$ cat config.mk
export PLATFORM = sky130hd
export DESIGN_NAME = ps2_key_sequencer
export DESIGN_NICKNAME = d
export VERILOG_FILES = /design/src/rtl/key_seq_pkg.sv /design/src/rtl/key_event_fifo.sv /design/src/rtl/ps2_key_sequencer.sv
export SDC_FILE = /design/constraint.sdc
export NUM_CORES = 1
export LEC_CHECK = 0
export CAP_MARGIN = 40
export CORE_ASPECT_RATIO = 1.4
export CORE_MARGIN = 2
export CORE_UTILIZATION = 25
export CTS_CLUSTER_DIAMETER = 40
export DETAILED_ROUTE_END_ITERATION = 6
export GPL_TIMING_DRIVEN = 0
export PLACE_DENSITY = 0.41
export SYNTH_ARGS = -nofsm -noshare
export SYNTH_HDL_FRONTEND = slang
export SYNTH_SLANG_ARGS = --single-unit
$ cat constraint.sdc
create_clock -name CLK -period 4.2 [get_ports CLK]
set_clock_uncertainty 0.15 [all_clocks]
set_input_delay 0.42 -clock CLK [delete_from_list [all_inputs] [get_ports CLK]]
set_output_delay 0.42 -clock CLK [all_outputs]
set_load 0.05 [all_outputs]
$ cat src/rtl/key_seq_pkg.sv
// rtl/key_seq_pkg.sv - scan codes, key ids, event width and decoder state encoding
package key_seq_pkg;

  localparam logic [7:0] SC_SPACE = 8'h29;
  localparam logic [7:0] SC_W     = 8'h1D;
  localparam logic [7:0] SC_S     = 8'h1B;
  localparam logic [7:0] SC_X     = 8'h22;
  localparam logic [7:0] SC_P     = 8'h4D;
  localparam logic [7:0] SC_UP    = 8'h75;
  localparam logic [7:0] SC_DOWN  = 8'h72;
  localparam logic [7:0] SC_EXT   = 8'hE0;
  localparam logic [7:0] SC_BREAK = 8'hF0;

  localparam logic [1:0] KEY_FLAP  = 2'd0;
  localparam logic [1:0] KEY_DIVE  = 2'd1;
  localparam logic [1:0] KEY_QUIT  = 2'd2;
  localparam logic [1:0] KEY_PAUSE = 2'd3;

  localparam int EV_W = 3;

  typedef enum logic [1:0] {
    ST_IDLE      = 2'd0,
    ST_EXT       = 2'd1,
    ST_BREAK     = 2'd2,
    ST_EXT_BREAK = 2'd3
  } dec_state_t;

  typedef struct packed {
    logic       hit;
    logic [1:0] key;
  } key_hit_t;

  // Extended and normal code spaces are looked up separately so a code only maps in its own space.
  function automatic key_hit_t map_code(input logic [7:0] c, input logic ext);
    key_hit_t r;
    r.hit = 1'b0;
    r.key = KEY_FLAP;
    if (ext) begin
      case (c)
        SC_UP:   begin r.hit = 1'b1; r.key = KEY_FLAP; end
        SC_DOWN: begin r.hit = 1'b1; r.key = KEY_DIVE; end
        default: ;
      endcase
    end else begin
      case (c)
        SC_SPACE, SC_W: begin r.hit = 1'b1; r.key = KEY_FLAP; end
        SC_S:           begin r.hit = 1'b1; r.key = KEY_DIVE; end
        SC_X:           begin r.hit = 1'b1; r.key = KEY_QUIT; end
        SC_P:           begin r.hit = 1'b1; r.key = KEY_PAUSE; end
        default: ;
      endcase
    end
    return r;
  endfunction

endpackage

$ cat src/rtl/key_event_fifo.sv
// rtl/key_event_fifo.sv - synchronous event FIFO with full/empty and simultaneous push/pop
module key_event_fifo #(
  parameter int DEPTH = 4,
  parameter int WIDTH = 3
) (
  input  logic             clk,
  input  logic             rst,
  input  logic             push,
  input  logic [WIDTH-1:0] push_data,
  input  logic             pop,
  output logic [WIDTH-1:0] head,
  output logic             empty,
  output logic             full
);

  localparam int AW = $clog2(DEPTH);

  logic [WIDTH-1:0] mem [DEPTH];
  logic [AW:0]      wr_ptr;
  logic [AW:0]      rd_ptr;
  logic             do_push;
  logic             do_pop;

  assign empty   = (wr_ptr == rd_ptr);
  assign full    = (wr_ptr[AW] != rd_ptr[AW]) && (wr_ptr[AW-1:0] == rd_ptr[AW-1:0]);
  assign do_pop  = pop && !empty;
  // A pop on the same edge frees the slot, so a push into a full FIFO is still accepted.
  assign do_push = push && (!full || do_pop);

  always_ff @(posedge clk or posedge rst) begin
    if (rst) begin
      wr_ptr <= '0;
      rd_ptr <= '0;
    end else begin
      if (do_push) wr_ptr <= wr_ptr + (AW+1)'(1);
      if (do_pop)  rd_ptr <= rd_ptr + (AW+1)'(1);
    end
  end

  always_ff @(posedge clk) begin
    if (do_push) mem[wr_ptr[AW-1:0]] <= push_data;
  end

  assign head = empty ? '0 : mem[rd_ptr[AW-1:0]];

endmodule

$ cat src/rtl/ps2_key_sequencer.sv
// rtl/ps2_key_sequencer.sv - PS/2 make/break/extended decoder to game-key events; KEYSEQ_TYPEMATIC_FILTER_EN drops repeat makes
module ps2_key_sequencer
  import key_seq_pkg::*;
#(
  parameter int FIFO_DEPTH     = 4,
  parameter int PREFIX_TIMEOUT = 50000
) (
  input  logic       CLK,
  input  logic       RST,
  input  logic       code_valid,
  input  logic [7:0] code,
  output logic       ev_valid,
  output logic [2:0] ev_data,
  input  logic       ev_ready,
  output logic [3:0] held,
  output logic       overflow
);

  localparam int            TW      = $clog2(PREFIX_TIMEOUT);
  localparam logic [TW-1:0] TO_LAST = TW'(PREFIX_TIMEOUT - 1);

  dec_state_t       state;
  dec_state_t       state_nx;
  logic [TW-1:0]    to_cnt;
  logic             timeout;
  logic             is_ext;
  logic             is_brk;
  key_hit_t         hit_norm;
  key_hit_t         hit_ext;
  logic             make_ev;
  logic             brk_ev;
  logic [1:0]       ev_key;
  logic             push;
  logic [EV_W-1:0]  push_data;
  logic             fifo_empty;
  logic             fifo_full;

  assign is_ext   = (code == SC_EXT);
  assign is_brk   = (code == SC_BREAK);
  assign hit_norm = map_code(code, 1'b0);
  assign hit_ext  = map_code(code, 1'b1);
  assign timeout  = (state != ST_IDLE) && (to_cnt == TO_LAST);

  always_ff @(posedge CLK or posedge RST) begin
    if (RST) state <= ST_IDLE;
    else     state <= state_nx;
  end

  // A byte arriving on the timeout cycle is still decoded in the prefix state.
  always_comb begin
    state_nx = state;
    if (code_valid) begin
      case (state)
        ST_IDLE:      if (is_brk) state_nx = ST_BREAK;
                      else if (is_ext) state_nx = ST_EXT;
        ST_EXT:       if (is_brk) state_nx = ST_EXT_BREAK;
                      else if (!is_ext) state_nx = ST_IDLE;
        ST_BREAK:     if (is_ext) state_nx = ST_EXT_BREAK;
                      else if (!is_brk) state_nx = ST_IDLE;
        ST_EXT_BREAK: if (!is_ext && !is_brk) state_nx = ST_IDLE;
        default:      state_nx = ST_IDLE;
      endcase
    end else if (timeout) begin
      state_nx = ST_IDLE;
    end
  end

  always_comb begin
    make_ev = 1'b0;
    brk_ev  = 1'b0;
    ev_key  = hit_norm.key;
    if (code_valid) begin
      case (state)
        ST_IDLE:      make_ev = hit_norm.hit;
        ST_EXT:       begin make_ev = hit_ext.hit; ev_key = hit_ext.key; end
        ST_BREAK:     brk_ev  = hit_norm.hit;
        ST_EXT_BREAK: begin brk_ev = hit_ext.hit; ev_key = hit_ext.key; end
        default: ;
      endcase
    end
  end

`ifdef KEYSEQ_TYPEMATIC_FILTER_EN
  assign push = brk_ev || (make_ev && !held[ev_key]);
`else
  assign push = brk_ev || make_ev;
`endif
  assign push_data = {make_ev, ev_key};

  always_ff @(posedge CLK or posedge RST) begin
    if (RST) begin
      held     <= '0;
      overflow <= 1'b0;
      to_cnt   <= '0;
    end else begin
      if (make_ev)     held[ev_key] <= 1'b1;
      else if (brk_ev) held[ev_key] <= 1'b0;
      if (push && fifo_full && !ev_ready) overflow <= 1'b1;
      if (state == ST_IDLE || code_valid || timeout) to_cnt <= '0;
      else                                           to_cnt <= to_cnt + TW'(1);
    end
  end

  key_event_fifo #(
    .DEPTH (FIFO_DEPTH),
    .WIDTH (EV_W)
  ) u_fifo (
    .clk       (CLK),
    .rst       (RST),
    .push      (push),
    .push_data (push_data),
    .pop       (ev_ready),
    .head      (ev_data),
    .empty     (fifo_empty),
    .full      (fifo_full)
  );

  assign ev_valid = !fifo_empty;

endmodule

After elaboration in Yosys (flattened, before gate mapping)
Memory sizes are Yosys's and may differ from the RTL's.
Index checks and enable logic that the tools add are counted.
Operators by class
  equal/unequal tests: 20
  bitwise operators: 3
  multiplexer cells: 26
  multipliers: 0
  div/mod/pow operators: 0
  reductions and logical operators: 24
  $add $sub $neg: 3
  shift-type cells: 0
  magnitude comparators: 2
Operators by type and width (count)
  $eq A8 B7 Y1 const B: 3
  $mux W2: 11
  $add A16 B1 Y16 const B: 1
  $eq A16 B16 Y1 const B: 1
  $eq A8 B5 Y1 const B: 2
  $eq A8 B6 Y1 const B: 2
  $eq A8 B8 Y1 const B: 2
  $mux W16: 1
  $ne A4 B4 Y1 const B: 3
  $pmux W3 S4: 1
  $logic_and A1 B1 Y1: 8
  $mux W4: 2
  $pmux W2 S4: 1
  $add A3 B1 Y3 const B: 2
  $pmux W3 S2: 1
  $reduce_bool A2 Y1: 3
  $logic_not A1 Y1: 5
  $mux W1: 5
  $reduce_and A5 Y1: 1
  $and A4 B4 Y4: 1
  $eq A2 B2 Y1 const B: 2
  $logic_or A1 B1 Y1: 4
  $not A4 Y4: 1
  $or A4 B4 Y4: 1
  12 further kinds: 14
Word-level totals
  flip-flop bits (word level): 29
  input bits: 12
  word-level logic and storage cells: 85
  bits in read-only memories: 0
  bits in latches: 0
  memories kept: 1
  output and inout bits: 9
  memory bits (writable): 12
Memories
  u_fifo.mem: depth 4, width 3, read ports 1, clocked after Yosys merged registers in 0, wr ports 1, RTL line key_event_fifo.sv:18  | logic [WIDTH-1:0] mem [DEPTH];

Logic depth before layout (Yosys ltp)
Gate-level depths: netlist of the first run.
  word-level depth: 13
  mapped depth: 7
  mapped depth without buffers: 6

Hierarchy
A second synthesis of the first run with hierarchy kept.
Second synthesis, totals
  cells, all modules: 190
  area total of the unflattened synthesis: 2210.9 um2
Modules (own cells, without submodules)
  ps2_key_sequencer: seq. area each 575.6 um2, area an instance 1311.3 um2, instances 1, cells an instance 135
  key_event_fifo: seq. area each 510.5 um2, area an instance 899.6 um2, instances 1, cells an instance 55

Least setup slack after synthesis of the first run
No wires, ideal clock.
  kind: register -> output
  start point: register u_fifo.rd_ptr[0]
  end point: output ev_data[0]
  arrival: 1770 ps
  buffers on the path: 1
  setup slack: 1860 ps
  required time: 3630 ps
  cell stages (with the launch flop): 5
  cell sequence: dfrtp_1 > clkbuf_1 > xnor2_1 > nand3_1 > and2_1
Between the ends
  cells in the longest elaborated chain, start to end: 2
  elaborated cells on any way between the ends: 3
  those cells by class: eq/ne: 1; mux: 1; memory: 1
Ends and longest elaborated chain
  start: declaration: RTL line key_event_fifo.sv:20  | logic [AW:0] rd_ptr;
  start signal: assignment: RTL line key_event_fifo.sv:36  | if (do_pop) rd_ptr <= rd_ptr + (AW+1)'(1);
  $mem_v2 Z4 W3 / $eq A3 B3 Y1 (equally long branches)
  $mux W3 (*): RTL line key_event_fifo.sv:44  | assign head = empty ? '0 : mem[rd_ptr[AW-1:0]];
  end: declaration: RTL line ps2_key_sequencer.sv:13  | output logic [2:0] ev_data,
Every way passes the cells marked *; elsewhere a longest branch is shown, timed or not.

Worst setup path in the final report of the first run
  start point: register u_fifo.rd_ptr[0]
  end point: output ev_data[1]
Same word-level chain as after synthesis.

==> results of run 1 <==
## state kept, by name, summed over array words and instances, names as in the netlist, named ones only
| register | count |
|---|---|
| to_cnt | 16 |
| u_fifo.mem | 12 |
| u_fifo.rd_ptr | 3 |
| u_fifo.wr_ptr | 3 |
| state | 2 |
| overflow | 1 |
## power by group through the flow
| stage | combinational (W) | clock (W) | sequential (W) |
|---|---|---|---|
| finish | 0.000426 | 0.000447 | 0.000497 |
| global route | 0.000472 | 0.000477 | 0.000504 |
| CTS | 0.000432 | 0.000463 | 0.000498 |
| detailed placement | 0.000431 | 0 | 0.000506 |
| global placement | 0.000428 | 0 | 0.000505 |
| floorplan | 0.000289 | 0 | 0.000521 |
## worst max-delay path, stage by stage, from the launching register on
cell	delay [ns]
sky130_fd_sc_hd__dfrtp_1	0.35
sky130_fd_sc_hd__clkbuf_1	0.33
sky130_fd_sc_hd__mux4_2	0.54
sky130_fd_sc_hd__and2_1	0.16
sky130_fd_sc_hd__clkdlybuf4s50_1	0.69
## cells in the final DEF (no fill, tap or decap), types with 2 or more instances in the layout
cell type	count
sky130_fd_sc_hd__edfxtp_1	12
sky130_fd_sc_hd__nor4b_1	2
sky130_fd_sc_hd__clkbuf_1	3
sky130_fd_sc_hd__mux4_2	3
sky130_fd_sc_hd__nand3_1	7
sky130_fd_sc_hd__nand2_1	10
sky130_fd_sc_hd__and4_1	2
sky130_fd_sc_hd__ha_1	6
sky130_fd_sc_hd__xnor2_1	16
sky130_fd_sc_hd__o21ai_0	3
sky130_fd_sc_hd__xor2_1	6
sky130_fd_sc_hd__or2_2	2
sky130_fd_sc_hd__nor4_1	4
sky130_fd_sc_hd__nor3_1	4
sky130_fd_sc_hd__o31ai_1	3
sky130_fd_sc_hd__dfrtp_1	29
sky130_fd_sc_hd__nor2b_1	2
sky130_fd_sc_hd__inv_1	9
sky130_fd_sc_hd__and2_1	6
sky130_fd_sc_hd__nand4_1	2
sky130_fd_sc_hd__clkbuf_16	5
sky130_fd_sc_hd__clkdlybuf4s50_1	19
sky130_fd_sc_hd__and3_1	2
sky130_fd_sc_hd__nor2_1	24
## through the flow
| stage | hold WS [ns] | util | setup slack, ns | power [W] | std cells |
|---|---|---|---|---|---|
| global placement | 0.3032 | 0.2968 | 1.162 | 0.0009328 | 304 |
| global route | 0.3385 | 0.3218 | 1.144 | 0.001454 | 313 |
| CTS | 0.3155 | 0.3218 | 1.231 | 0.001393 | 313 |
| detailed placement | 0.3074 | 0.3002 | 1.165 | 0.0009366 | 305 |
| finish | 0.3097 | 0.3218 | 1.271 | 0.001370 | 313 |
| floorplan | 0.2751 | - | 1.860 | 0.0008101 | 183 |
## layer usage
layer / up-vias / global-route usage / routed length [µm]
met5: - / 0 / 0
met4: 0 / 0.04068 / 75
met3: 6 / 0.02492 / 112
met2: 16 / 0.1820 / 2255
met1: 681 / 0.1239 / 1752
li1: 703 / - / -
## final timing paths
| path | slack [ns] | to | startpoint |
|---|---|---|---|
| max reg2reg | 1.77 | to_cnt[10] | state[1] |
| max | 1.27 | ev_data[1] | u_fifo.rd_ptr[0] |
| max in group asynchronous | 3.04 | asynchronous set/reset pin | RST |
| min in group asynchronous | 0.37 | to_cnt[3] | RST |
| min | 0.31 | to_cnt[0] | to_cnt[0] |
| min reg2reg | 0.31 | to_cnt[0] | to_cnt[0] |
## area by class of cell
cell class	instances	share of cell area
Sequential cell	41	0.4141
Buffer	5	0.007634
Timing Repair Buffer	20	0.08302
Clock buffer	6	0.05296
Inverter	9	0.01288
Clock inverter	2	0.01431
Multi-Input combinational cell	128	0.3664
Tap cell	102	0.04866
## cell families (layout without fill, tap and decap cells)
group	count (synthesis)	in the layout	share of synthesized area
adders and majority gates	6	6	0.03573
muxes	6	6	0.04764
and+or+nand+nor	76	76	0.2102
DFF	41	41	0.5170
AOI/OAI and AO/OA	18	18	0.07207
xor gates and xnor gates	22	22	0.09172
buffers and inverters	14	42	0.02560
==> results, run 1 <==
- The sequential share of power is 0.362.
- The mean instance size in the synthesized netlist is 11.48 µm².
- In this run the remaining antenna-violating nets after routing total 0.
- The number of antenna violations at the first check in global routing was 0.
- The internal power is 0.0009281 W.
- The antenna diode count is 0.
- The initial DRC count is 51.
- Of the available clock period, the critical path in the final layout requires 0.6973.
- The data required time at the worst endpoint is 3.63 ns.
- The number of global-route vias before repair is 1507.
- After filler insertion, the fill cell instance count of the layout stands at 810.
- Clock tree synthesis selected as its root buffer the cell sky130_fd_sc_hd__clkbuf_16.
- The initial core utilization is 0.2578.
- The area of the mapped netlist is 2101 µm².
- In the global route stage, overall resource usage came out at 0.1056.
- Counting flops with a built-in enable in the synthesized netlist gives 12.
- Dividing the detail-routed via count by the number of cells gives 4.492.
- The flip-flop and latch area is 1086 µm².
- The detailed-route via count is 1406.
- The number of buffers created by CTS is 5.
- The total of endpoints with negative setup slack in the final report is 0.
- Headroom to the max-slew limit came out at 0.5182.
- With fillers left out, the area of the finished cells amounts to 2623 µm².
- The area of the multi-input gates is 960.9 µm².
- The clock passes through at most 2 buffers.
- From synthesis to final layout, the design area changed by 24.84%.
- The number of hold violations in the final report is 0.
- Synthesis produced a netlist with a net count of 201.
- The floorplan step defined a core boundary enclosing 8149 µm².
- After the last flow step, the layout net total stands at 228.
- The share of total power consumed by net switching is 0.3227.
- Once placement finished, the instance area stood at 2446 µm².
- The unique cell type count in the Yosys netlist is 48.
- The wire length of the first global-routing pass is 7.369 mm.
- Clock latency on the worst-skew pair, taken at its later pin, is 0.28 ns.
- The part of the total power dissipated in combinational logic is 0.311.
- For this run, the register share of the synthesized area comes to 0.5170.
- The worst setup path is captured at a primary output.
- The aggregate global routing overflow is 0.
- The number of instances on the worst hold path is 1.
- STA classifies the critical path startpoint as a flip-flop.
- The detailed placement HPWL is 3.202 mm.
- Of the cells placed in the final design, the portion with a size suffix greater than 1 is 0.1137.
- By instance count, the leading cell after synthesis is sky130_fd_sc_hd__dfrtp_1.
- For this block, the routed nets add up to 4.195 mm of wire.
- The vertical extent of the die is 112.5 µm.
- From left edge to right edge, the die measures 81.48 µm.
- The setup path with the least slack is of type reg -> out.
- The top-area cell type share of the netlist area is 0.3454.
- The setup total negative slack is 0 ns.
- The power density over cell area is 522.5 nW/µm².
- TritonCTS built the clock tree.
- The flow ran to the end, and the final reports show no timing, DRC or antenna violations.
- The clock-pin slew reported for the worst setup and hold paths after clock tree synthesis is 0.06 ns.
- Dividing the detail-routed wire length by the instance count gives 13.40 µm.
- The hold-fix buffer count after cts is 0.
- The power spent charging and discharging nets is 0.0004422 W.
- The maximum resistive drop on vdd is 268.0 µV.
- The clock share of power is 0.327.
- The min-delay analysis places its worst path in the category reg -> reg.
- The detailed-route DRC error count is 0.
- The largest total area in the synthesized netlist belongs to sky130_fd_sc_hd__dfrtp_1.
- At the worst endpoint, the arrival time is 2.36 ns.
- During I/O placement, the number of pins put on the boundary was 21.
- The final number of max-transition violations is 0.
- The top achievable clock speed is 0.3415 GHz.
- Max-cap violations in this run came to 0.
- Setup repair after global routing left no endpoint under its margin.
- The synthesis-stage register bit count is 41.
- After synthesis, the share of flip-flops with an asynchronous set or reset is 0.7073.
- Gates resized during post-CTS repair numbered 0.
- Port buffering added 19 buffers.
- The actual slew at the worst max-slew pin is 0.7172 ns.
- By count the netlist is led by sky130_fd_sc_hd__dfrtp_1 (29), sky130_fd_sc_hd__nor2_1 (24), sky130_fd_sc_hd__xnor2_1 (16).
- The number of instances in the synthesized netlist is 183.
- The yosys synthesis warning count is 0.
- By area the synthesized netlist is led by sky130_fd_sc_hd__dfrtp_1 (35%), sky130_fd_sc_hd__edfxtp_1 (17%), sky130_fd_sc_hd__xnor2_1 (6.7%).
- The first-pass iteration count of the detailed router is 4.
- CTS saw 41 sinks.
- Entering global routing, the biggest net connects 18 pins.
- The flip-flop cell with the highest count after synthesis is sky130_fd_sc_hd__dfrtp_1.
- The final period demand of the worst path is 2.929 ns.
- The congestion estimate from routability-driven global placement came to 0.7743.
- The H-tree generated during clock tree synthesis spans 2 levels.
- The highest fanout seen on the critical path is 5.
- The number of setup buffers added after CTS is 0.
- The die footprint is 9163 µm².
- The leakage component of the power is 1.001 nW.
- The worst register-to-register path has a depth of 7.
- The placement row count is 39.
Power figures use the tool's default switching activity.
==> run 2: changes to the inputs <==
- clock period: 4.2 -> 2.9 ns (I/O delays scaled with it)
==> run 2 against run 1 <==
Clock-buffer cell count unchanged; critical path depth fell by 1; hold slack worse by 0.073 ns; die area did not move; via count unchanged; flip-flop and latch count stayed put; sequential power increased by 48%; design area shrank 0.14%; power rose by 45%; combinational power is 40% higher; critical endpoint unchanged; largest cell class unchanged.
==> results, run 2 (synthesized netlist as in run 1, its figures left out) <==
- The leakage component of the power is 1.000 nW (-0.12%).
- Of the available clock period, the critical path in the final layout requires 0.9170.
- STA classifies the critical path startpoint as a flip-flop.
- The maximum clock insertion buffer count is 2 (unchanged).
- The number of gates given a new drive strength after cts is 0 (unchanged).
- The number of filler instances in the final layout is 809 (-0.12%).
- The vertical extent of the die is 112.5 µm (unchanged).
- The total of endpoints with negative setup slack in the final report came to 0 (unchanged).
- Leaving out fill and tap cells, the most frequent cell in the layout is sky130_fd_sc_hd__dfrtp_1.
- The maximum resistive drop on vdd is 376.5 µV (+40%).
- The number of buffers added on ports was 19 (unchanged).
- The number of vias per cell after detailed routing is 4.506 (+0.32%).
- The final period demand of the worst path is 2.659 ns.
- The number of cell instances on the worst register-to-register path is 7 (unchanged).
- The power density over cell area is 756.2 nW/µm² (+45%).
- The wire length of the first global-routing pass is 7.369 mm (unchanged).
- The type of the worst setup path is reg -> out.
- The post-synthesis to final-layout area growth is 24.66%.
- The total placed instance area is 2446 µm² (unchanged).
- The placeable core region is 8149 µm² (unchanged).
- The total global routing track utilization is 0.1056 (unchanged).
- The data required time at the worst endpoint is 2.46 ns (-1.17 ns).
- The flip-flop count of the largest register after layout is 16 (unchanged).
- The fraction of final layout cells with drive strength greater than 1 is 0.1143 (+0.0005416).
- The clock-pin slew reported for the worst setup and hold paths after clock tree synthesis is 0.06 ns (about the same).
- The H-tree depth came to 2 (unchanged).
- The max-capacitance violation count is 0 (unchanged).
- CTS placed an instance of sky130_fd_sc_hd__clkbuf_16 at the clock tree root.
- The clock latency reported for the late side of the worst-skew pair was 0.28 ns (about the same).
- Static timing analysis puts the maximum clock frequency at 0.3761 GHz.
- The total detailed-routing wirelength came to 4.192 mm (about the same).
- The number of hold violations in the final report is 0 (unchanged).
- The initial core utilization is 0.2578 (unchanged).
- The highest fanout seen on the critical path came to 6 (+1).
- The critical path arrival came to 2.22 ns (-0.14 ns).
- The die footprint is 9163 µm² (unchanged).
- The total setup buffers inserted after CTS is 0 (unchanged).
- The antenna diode count is 0 (unchanged).
- The worst setup path is captured at a primary output.
- The detailed-route DRC error count is 0 (unchanged).
- The net count reported at finish came to 227 (-0.44%).
- The final RePlAce weighted congestion is 0.7743 (unchanged).
- The detailed placement HPWL came to 3.202 mm (unchanged).
- The hold-fix buffer count after cts is 0 (unchanged).
- Setup repair after global routing left no endpoint under its margin.
- The final non-filler cell area is 2619 µm² (-0.14%).
- The width of the chip was 81.48 µm (unchanged).
- The final worst slack is 0.2408 ns (-1.031 ns).
- The post-layout utilization of the core is 0.3214 (-0.0004610).
- The first-pass iteration count of the detailed router is 4 (unchanged).
- The library cells used most frequently in the layout, excluding fill and tap cells, are sky130_fd_sc_hd__dfrtp_1 (29), sky130_fd_sc_hd__nor2_1 (24), sky130_fd_sc_hd__clkdlybuf4s50_1 (19).
- The worst-case headroom to the max-slew limit is 0.5166 (-0.001584).
- The detailed-route via count is 1406 (unchanged).
- The aggregate global routing overflow is 0 (unchanged).
- The run finished with clean final reports.
- The area of the multi-input gates is 960.9 µm² (unchanged).
- The worst-case setup slack after placement is -0.004529 ns (-1.170 ns).
- The CTS tree is done.
- The boundary pin count is 21 (unchanged).
- The pin count of the biggest net entering global routing was 18 (unchanged).
- The count of nets left with antenna violations after detail routing is 0 (unchanged).
- The register with the most flip-flops in the final layout is to_cnt.
- The initial DRC count was 65 (+27%).
- The class of the most critical hold timing path is in -> async.
- The flip-flop and latch area is 1086 µm² (unchanged).
- The placement row count is 39 (unchanged).
- The number of buffers created by CTS is 5 (unchanged).
- The final number of max-transition violations came to 0 (unchanged).
- The number of clock sinks was 41 (unchanged).
- The average wire per cell in the routed design came to 13.44 µm (+0.25%).
- The actual slew at the worst max-slew pin is 0.7196 ns (+0.002359 ns).
- The number of antenna violations at the first check in global routing is 0 (unchanged).
- The number of global-route vias before repair is 1507 (unchanged).
## run 2: changes by cell type in the layout (fill, tap and decap cells not counted), sizes merged
cell / previous run / this run
clkbuf: 9 / 8
## run 2: through the flow
step	setup TNS (ns)	hold WS, ns	std cells	power [W]
global placement	-0.03736	0.3032	304	0.001351
floorplan	0	0.2181	183	0.001173
detailed placement	-0.01302	0.3074	305	0.001357
global route	0	0.2773	312	0.002101
finish	0	0.2363	312	0.001980
CTS	0	0.2456	313	0.002018
## run 2: cell type report
cell class / count / area share
buffer: 4 / 0.006211
clock buffer: 6 / 0.05303
clock inverter: 2 / 0.01433
inverter: 9 / 0.01290
multi-input combinational: 128 / 0.3669
sequential: 41 / 0.4147
tap: 102 / 0.04873
timing repair buffer: 20 / 0.08313
## run 2: routing by layer
metal / routed length [µm] / vias to the layer above / track usage
met1: 1757 / 683 / 0.1239
li1: - / 701 / -
met5: 0 / - / 0
met3: 112 / 6 / 0.02492
met2: 2246 / 16 / 0.1820
met4: 75 / 0 / 0.04068
## run 2: report_power, final
group	internal [W]	switching, W
combinational	0.000255	0.000341
sequential	0.000657	0.0000794
clock	0.000429	0.000219
## run 2: path summary, 6_finish.rpt
check	start	endpoint	slack (ns)
max in group asynchronous	RST	asynchronous set/reset pin	1.87
worst min register to register	to_cnt[0]	to_cnt[0]	0.31
worst max-delay path	u_fifo.rd_ptr[0]	ev_data[1]	0.24
min in group CLK	code[4]	state[1]	0.24
worst max register to register	state[1]	to_cnt[10]	0.47
worst min-delay path	RST	to_cnt[3]	0.24
## run 2: critical path: stages, from the launching register on
cell                              delay, ns
sky130_fd_sc_hd__dfrtp_1               0.55
sky130_fd_sc_hd__mux4_2                0.54
sky130_fd_sc_hd__and2_1                0.16
sky130_fd_sc_hd__clkdlybuf4s50_1       0.69
